### src/rtl/alu_share_pkg.sv
// Shared types for the ALU sharing controller: FSM states, ALU opcodes, ONZ flag indices.
// Latency: n/a (types and constants only).
// Backpressure: n/a.
package alu_share_pkg;

  typedef enum logic [1:0] {
    IDLE = 2'd0,
    EXEC = 2'd1,
    RESP = 2'd2
  } state_t;

  typedef enum logic [2:0] {
    ADD   = 3'd0,
    SUB   = 3'd1,
    AND   = 3'd2,
    OR    = 3'd3,
    XOR   = 3'd4,
    INC_A = 3'd5,
    MOV_A = 3'd6,
    MOV_B = 3'd7
  } alu_op_t;

  // Bit positions inside the 3-bit ONZ flag vector.
  localparam int ONZ_O = 2;
  localparam int ONZ_N = 1;
  localparam int ONZ_Z = 0;

endpackage

### src/rtl/alu_share_ctrl_rr_arb2.sv
// Two-input round-robin arbiter: one-hot grant among requests, favouring the one not served last.
// Latency: purely combinational.
// Backpressure: none; the caller owns the last-owner pointer and decides when it advances.
// Ports: req[1:0] request vector, last = index of requester served last, grant[1:0] one-hot or zero.
module rr_arb2 (
  input  logic [1:0] req,
  input  logic       last,
  output logic [1:0] grant
);

  always_comb begin
    grant = req;
    // Only a tie needs the pointer: hand it to whoever did not go last.
    if (req == 2'b11) begin
      grant = last ? 2'b01 : 2'b10;
    end
  end

endmodule

### src/rtl/alu_share_ctrl.sv
// Shares one combinational ALU between two requesters with round-robin grant and valid/ready returns.
// Latency: accept edge k, result captured at k+1, response valid after k+1; one op per 3 cycles peak.
// Backpressure: a low rsp_ready holds RESP indefinitely and blocks new accepts; pending requests wait.
// Ports: req_valid/req_ready + req{0,1}_{op,a,b} command side; rsp_valid/rsp_ready/rsp_result/rsp_onz
//        response side; alu_op/alu_a/alu_b/alu_result/alu_onz wired straight to the ALU; ovf_count.
// Build option: ALU_SHARE_OVF_CNT_EN enables the saturating overflow counter (else ovf_count is 0).
module alu_share_ctrl
  import alu_share_pkg::*;
#(
  parameter int N = 4
) (
  input  logic         clk,
  input  logic         rst_n,
  input  logic [1:0]   req_valid,
  output logic [1:0]   req_ready,
  input  logic [2:0]   req0_op,
  input  logic [N-1:0] req0_a,
  input  logic [N-1:0] req0_b,
  input  logic [2:0]   req1_op,
  input  logic [N-1:0] req1_a,
  input  logic [N-1:0] req1_b,
  output logic [1:0]   rsp_valid,
  input  logic [1:0]   rsp_ready,
  output logic [N-1:0] rsp_result,
  output logic [2:0]   rsp_onz,
  output logic [2:0]   alu_op,
  output logic [N-1:0] alu_a,
  output logic [N-1:0] alu_b,
  input  logic [2:0]   alu_onz,
  input  logic [N-1:0] alu_result,
  output logic [7:0]   ovf_count
);

  state_t     state_q, state_d;
  alu_op_t    op_q;
  logic       owner_q;
  logic       last_q;
  logic [1:0] grant;
  logic       accept;
  logic       rsp_hs;

  rr_arb2 u_arb (
    .req   (req_valid),
    .last  (last_q),
    .grant (grant)
  );

  always_comb begin
    state_d   = state_q;
    req_ready = 2'b00;
    rsp_valid = 2'b00;
    accept    = 1'b0;
    rsp_hs    = 1'b0;
    case (state_q)
      IDLE: begin
        req_ready = grant & req_valid;
        accept    = |(grant & req_valid);
        if (accept) state_d = EXEC;
      end
      EXEC: state_d = RESP;
      RESP: begin
        rsp_valid[owner_q] = 1'b1;
        // The non-owner's ready bit is deliberately not looked at.
        rsp_hs = rsp_ready[owner_q];
        if (rsp_hs) state_d = IDLE;
      end
      default: state_d = IDLE;
    endcase
  end

  always_ff @(posedge clk or negedge rst_n) begin
    if (!rst_n) begin
      state_q    <= IDLE;
      op_q       <= ADD;
      alu_a      <= '0;
      alu_b      <= '0;
      owner_q    <= 1'b0;
      last_q     <= 1'b1;  // pretend requester 1 went last so requester 0 wins the first tie
      rsp_result <= '0;
      rsp_onz    <= '0;
    end else begin
      state_q <= state_d;
      if (accept) begin
        owner_q <= grant[1];
        op_q    <= grant[1] ? alu_op_t'(req1_op) : alu_op_t'(req0_op);
        alu_a   <= grant[1] ? req1_a : req0_a;
        alu_b   <= grant[1] ? req1_b : req0_b;
      end
      // ALU inputs were registered a full cycle ago, so its outputs are settled here.
      if (state_q == EXEC) begin
        rsp_result <= alu_result;
        rsp_onz    <= alu_onz;
      end
      // Pointer moves only on completion, so a discarded op never affects fairness.
      if (rsp_hs) last_q <= owner_q;
    end
  end

  assign alu_op = op_q;

`ifdef ALU_SHARE_OVF_CNT_EN
  logic [7:0] ovf_q;

  always_ff @(posedge clk or negedge rst_n) begin
    if (!rst_n) begin
      ovf_q <= 8'd0;
    end else if (state_q == EXEC && alu_onz[ONZ_O] && ovf_q != 8'hFF) begin
      ovf_q <= ovf_q + 8'd1;
    end
  end

  assign ovf_count = ovf_q;
`else
  assign ovf_count = 8'd0;
`endif

endmodule

### config.mk
export PLATFORM = sky130hd
export DESIGN_NAME = alu_share_ctrl
export DESIGN_NICKNAME = d
export VERILOG_FILES = /design/src/rtl/alu_share_pkg.sv /design/src/rtl/alu_share_ctrl_rr_arb2.sv /design/src/rtl/alu_share_ctrl.sv
export SDC_FILE = /design/constraint.sdc
export NUM_CORES = 1
export LEC_CHECK = 0
export CELL_PAD_IN_SITES_DETAIL_PLACEMENT = 1
export CELL_PAD_IN_SITES_GLOBAL_PLACEMENT = 2
export CORE_ASPECT_RATIO = 2
export CORE_MARGIN = 1
export CORE_UTILIZATION = 24
export DETAILED_ROUTE_END_ITERATION = 12
export PLACE_DENSITY = 0.87
export SYNTH_ARGS = -nofsm -noshare
export SYNTH_HDL_FRONTEND = slang
export SYNTH_SLANG_ARGS = --single-unit
### constraint.sdc
create_clock -name clk -period 2.85 [get_ports clk]
set_input_delay 0.285 -clock clk [delete_from_list [all_inputs] [get_ports clk]]
set_output_delay 0.285 -clock clk [all_outputs]
set_load 0.01 [all_outputs]
; After elaboration in Yosys (flattened, before gate mapping)
; Cells that the tools add are included.
[op_classes]
order_cmp = 2
eq_ne = 5
n_mux = 16
n_bitwise = 1
reduce_logical = 4
[ops]
columns = cell, n
row1 = $mux 2, 6
row2 = $mux 4, 2
row3 = $pmux 2 s3, 1
row4 = $mux 1, 5
row5 = $eq 2x2->1 const B, 2
row6 = $ne 2x2->1 const B, 2
row7 = $mux 3, 1
row8 = $and 2x2->2, 1
row9 = $eq 2x1->1 const B, 1
row10 = $logic_not 2->1, 1
row11 = $lt 1x2->1 const B, 1
row12 = $reduce_and 2->1, 1
row13 = $reduce_or 2->1, 1
row14 = $demux 1 s1, 1
row15 = $ge 1x1->1 const B, 1
row16 = $logic_and 1x1->1, 1
[word_totals]
ff_bits = 22
inputBits = 35
output_inout_bits = 30
elab_cells = 36

; Logic depth before layout (Yosys ltp)
[logic_depth]
ltp_word = 6
ltp_mapped = 4
mapped_depth_nobuf = 3

; By module
; A second synthesis with hierarchy kept.
[unflattened]
cells_unflattened = 85
area_unflattened_um2 = 1114.8
[by_module_without_submodules]
columns = module, n_inst, cells_each, area_each_um2, seq_area_each_um2
row1 = alu_share_ctrl, 1, 82, 1096.1, 551.8
row2 = rr_arb2, 1, 3, 18.8, 0.0

; Worst setup path before layout
; No wires, ideal clock.
[synth_path]
path_type = reg2reg
from = register last_q
to = register alu_a[0]
setup_ns = 0.125
arrival_ns = 1.362
required_ns = 2.725
path_slack_ns = 1.364
stages_incl_launch_ff = 5
n_path_buf = 1
synth_period_minus_slack_ns = 1.486
path_cell_list = dfstp_2 -> a21bo_4 -> buf_6 -> mux2_4 -> mux2_2
[synth_via]
elab_chain_cells = 5
word_cells_on_any_way = 6
classes_between = mux: 4 / bitwise: 1 / reduce/logical: 1
[synth_lines]
columns = item, line_no
row1 = from (decl), alu_share_ctrl.sv:37  ; logic last_q;
row2 = from (signal assigned), alu_share_ctrl.sv:95  ; if (rsp_hs) last_q <= owner_q;
row3 = $mux 2 (*), alu_share_ctrl_rr_arb2.sv:15  ; grant = last ? 2'b01 : 2'b10;
row4 = $mux 2 (*), alu_share_ctrl_rr_arb2.sv:14  ; if (req == 2'b11) begin
row5 = $and 2x2->2, alu_share_ctrl.sv:57  ; accept = |(grant & req_valid);
row6 = $reduce_or 2->1, alu_share_ctrl.sv:57
row7 = $mux 1, alu_share_ctrl.sv:54  ; case (state_q)
row8 = to (signal assigned), alu_share_ctrl.sv:86  ; alu_a <= grant[1] ? req1_a : req0_a;
row9 = to (decl), alu_share_ctrl.sv:27  ; output logic [N-1:0] alu_a,
; Every way passes the cells marked *; elsewhere a longest branch is shown, timed or not.
; A chain may end at the register's enable or synchronous reset.

; Final worst setup path
[layout_path]
from = input req_valid[1]
to = output req_ready[1]
[layout_via]
elab_chain_cells = 4
[layout_lines]
columns = item, line_no
row1 = from (decl), alu_share_ctrl.sv:14  ; input logic [1:0] req_valid,
row2 = $eq 2x2->1, alu_share_ctrl_rr_arb2.sv:14
row3 = $mux 2, alu_share_ctrl_rr_arb2.sv:14
row4 = $and 2x2->2 (*), alu_share_ctrl.sv:56  ; req_ready = grant & req_valid;
row5 = $mux 2 (*), alu_share_ctrl.sv:54
row6 = to (decl), alu_share_ctrl.sv:15  ; output logic [1:0] req_ready,
; Marks and branches as above.

==> results.py <==
metrics = {
    "die": {
        "die_h_um": 98.4,
        "io_pins": 65,
        "fp.dieArea_um2": 4940,
        "num_rows": 34,
        "initial_core_util": 0.254,
        "core_um2": 4380,
        "die_width_um": 50.2,
    },
    "layout": {
        "layout_common_cells": "clkdlybuf4s50_1 (56), mux2_2 (21), dfrtp_1 (21), mux2_4 (9), conb_1 (8)",
        "drive_above_1_share": 0.266,
        "area_growth_pct": 57.1,
        "nets": 175,
        "fin_util": 0.400,
        "mostFrequentLayoutCell": "clkdlybuf4s50_1",
        "insertedDiodeCount": 0,
    },
    "global_routing": {
        "gr-usage-met3": 0.0234,
        "gr-total-overflow": 0,
        "grt_busiest_layer": "met2",
        "grt_pass1_wl_mm": 4.58,
        "grt_max_degree": 23,
        "track_usage": 0.123,
        "antenna_found_initial": 0,
        "grt_pass1_vias": 941,
        "use_met1": 0.119,
        "grtUsageMet2": 0.242,
    },
    "route": {
        "drt_iter0_drc": 0,
        "via_count": 827,
        "drc": 0,
        "first_pass_iters": 1,
        "post_drt_wl_per_cell_um": 14.1,
        "ant_nets": 0,
        "viasPerCell": 4.28,
        "wl_mm": 2.73,
    },
    "setup_path": {
        "crit_type": "input port to output port",
        "arrival_ns": 1.88,
        "worst_setup_path_start_kind": "input port",
        "cpPeakStageDelay_ns": 0.58,
        "r2r_cells": 3,
        "crit_buf_inv": 2,
        "path_max_fanout": 12,
        "setup.worst_path.end_class": "output port",
        "reg2reg_from": "last_q$_DFFE_PN1P_",
        "r2r-end": "alu_b[0]$_DFFE_PN0P_",
        "cpMostUsedCell": "clkdlybuf4s50_1",
        "r2r_slack_ns": 1.27,
        "worstPathRequired_ns": 2.57,
        "crit_path_top_delay_cell": "clkdlybuf4s50_1",
        "critPathTopFamily": "buffers and inverters",
        "path_cells": "clkdlybuf4s50_1 > a21bo_4 > nor3_1 > clkdlybuf4s50_1",
    },
    "timing": {
        "relSlewSlack": 0.330,
        "min_period_ns": 2.17,
        "skew_ns": 0.00242,
        "whs_ns": 0.510,
        "finalHoldViolCount": 0,
        "rsz0062_at_grt": "false",
        "fin_setup_tns_ns": 0,
        "setup_violations": 0,
        "tightest_slew_ns": 1.00,
        "min_period_over_period": 0.760,
        "finalMaxSlewViolations": 0,
        "max_freq_mhz": 462,
    },
    "yosys": {
        "syn_area_per_cell_um2": 13.6,
        "synth_top_family_by_area": "multiplexers",
        "yosysWarnings": 0,
        "synth_compound_area_frac": 0.0426,
        "syn_area_um2": 1110,
        "synth_cell_types": 22,
        "synth-seq-area-share": 0.495,
        "synth_mux_area_frac": 0.333,
        "synth_seq_cells": 22,
        "synthAdderAreaFrac": 0,
        "synthXorXnorAreaFrac": 0,
        "synthCells": 82,
        "synthSimpleGateAreaFrac": 0.0471,
    },
    "clock_tree": {
        "ctsResizeCount": 0,
        "h-tree-depth": 1,
        "cts_num_sinks": 22,
        "cts_tree": "yes",
        "clkTransAtPathRegs_ns": 0.08,
        "cts_buffers": 3,
        "postCtsSetupBuffers": 0,
        "cts_buffer_depth": 2,
        "clk_root_buffer_cell": "clkbuf_8",
        "hold_buffers": 0,
        "insertion_delay_ns": 0.26,
    },
    "placement": {
        "place_congestion": 0.635,
        "hpwl_mm": 2.24,
        "portBuffers": 56,
    },
    "power": {
        "p_leak_nw": 0.750,
        "p_total_mw": 1.62,
        "peakVddDrop_v": 0.000319,
        "p_per_area_nw_per_um2": 922,
    },
    "job": {
        "drv_cap": 0,
    },
    "run_status": {
        "run_status": "complete, no violations",
    },
    "hold_path": {
        "min_from": "last_q$_DFFE_PN1P_",
        "hold_depth": 1,
        "min_path_type": "flop to flop",
        "min_to": "last_q$_DFFE_PN1P_",
    },
}
[stage by stage]
stage | area, um2 | setup WS [ns] | instances
global placement | 1700 | 0.680 | 189
finish | 1750 | 0.684 | 193
floorplan | 1140 | 1.36 | 89
detailed placement | 1700 | 0.645 | 189
global route | 1750 | 0.598 | 193
CTS | 1750 | 0.650 | 193
[cell usage after synthesis (all sizes together)]
| cell type | n | area [um2] |
|---|---|---|
| and3 | 1 | 6.26 |
| nor3 | 1 | 5.00 |
| conb | 1 | 3.75 |
| a21oi | 1 | 5.00 |
| o21bai | 1 | 7.51 |
| or2b | 1 | 7.51 |
| nor2 | 3 | 11.3 |
| dfstp | 1 | 26.3 |
| clkbuf | 1 | 3.75 |
| a21bo | 1 | 16.3 |
| nand2b | 2 | 12.5 |
| o2bb2ai | 1 | 8.76 |
| nand2 | 1 | 3.75 |
| dfrtp | 21 | 526 |
| o21ai | 2 | 10.0 |
| mux2 | 30 | 372 |
| nor2b | 1 | 6.26 |
| buf | 10 | 76.3 |
| inv | 2 | 7.51 |
[worst max path at each step]
stage,cells after the start,endpoint,start
3_5_place_dp,4,req_ready[1],req_valid[1]
6_report,4,req_ready[1],req_valid[1]
2_1_floorplan,4,alu_a[0]$_DFFE_PN0P_,last_q$_DFFE_PN1P_
5_1_grt,4,req_ready[1],req_valid[1]
4_1_cts,4,req_ready[1],req_valid[1]
3_3_place_gp,4,req_ready[1],req_valid[1]
[sequential cells by signal (all words and copies together), names as in the netlist]
register,count
state_q,2
owner_q,1
last_q,1
alu_b,4
rsp_result,4
alu_a,4
alu_op,3
rsp_onz,3
[power by group]
part / switching (mW) / internal, mW / total, mW
clock: 0.0974 / 0.123 / 0.220
combinational: 0.303 / 0.520 / 0.823
sequential: 0.0951 / 0.477 / 0.572
total: 0.496 / 1.12 / 1.62
[worst reg2reg max path: cells and delay by family, from the launching register on]
family | cells | cell delay (ns)
mux | 2 | 0.63
flops | 1 | 0.57
compound gates | 1 | 0.28
[routing by layer]
metal  vias to the layer above  routed length (um)
li1                        378                   -
met1                       413                 879
met2                        32                1700
met3                         4                 120
met4                         0                  24
met5                         -                   0
[cells by family after synthesis]
family	count (synthesis)
and+or+nand+nor	10
AOI/OAI and AO/OA	6
muxes	30
DFF	22
other	1
buffers and inverters	13
[layout make-up]
| class | instances | area, um2 |
|---|---|---|
| multi-input combinational | 54 | 502 |
| fill | 471 | 2630 |
| inverter | 2 | 7.51 |
| tap | 54 | 67.6 |
| clock buffer | 4 | 55.1 |
| sequential | 22 | 552 |
| timing repair buffer | 57 | 568 |
No activity file was read; power rests on OpenSTA's default activity.
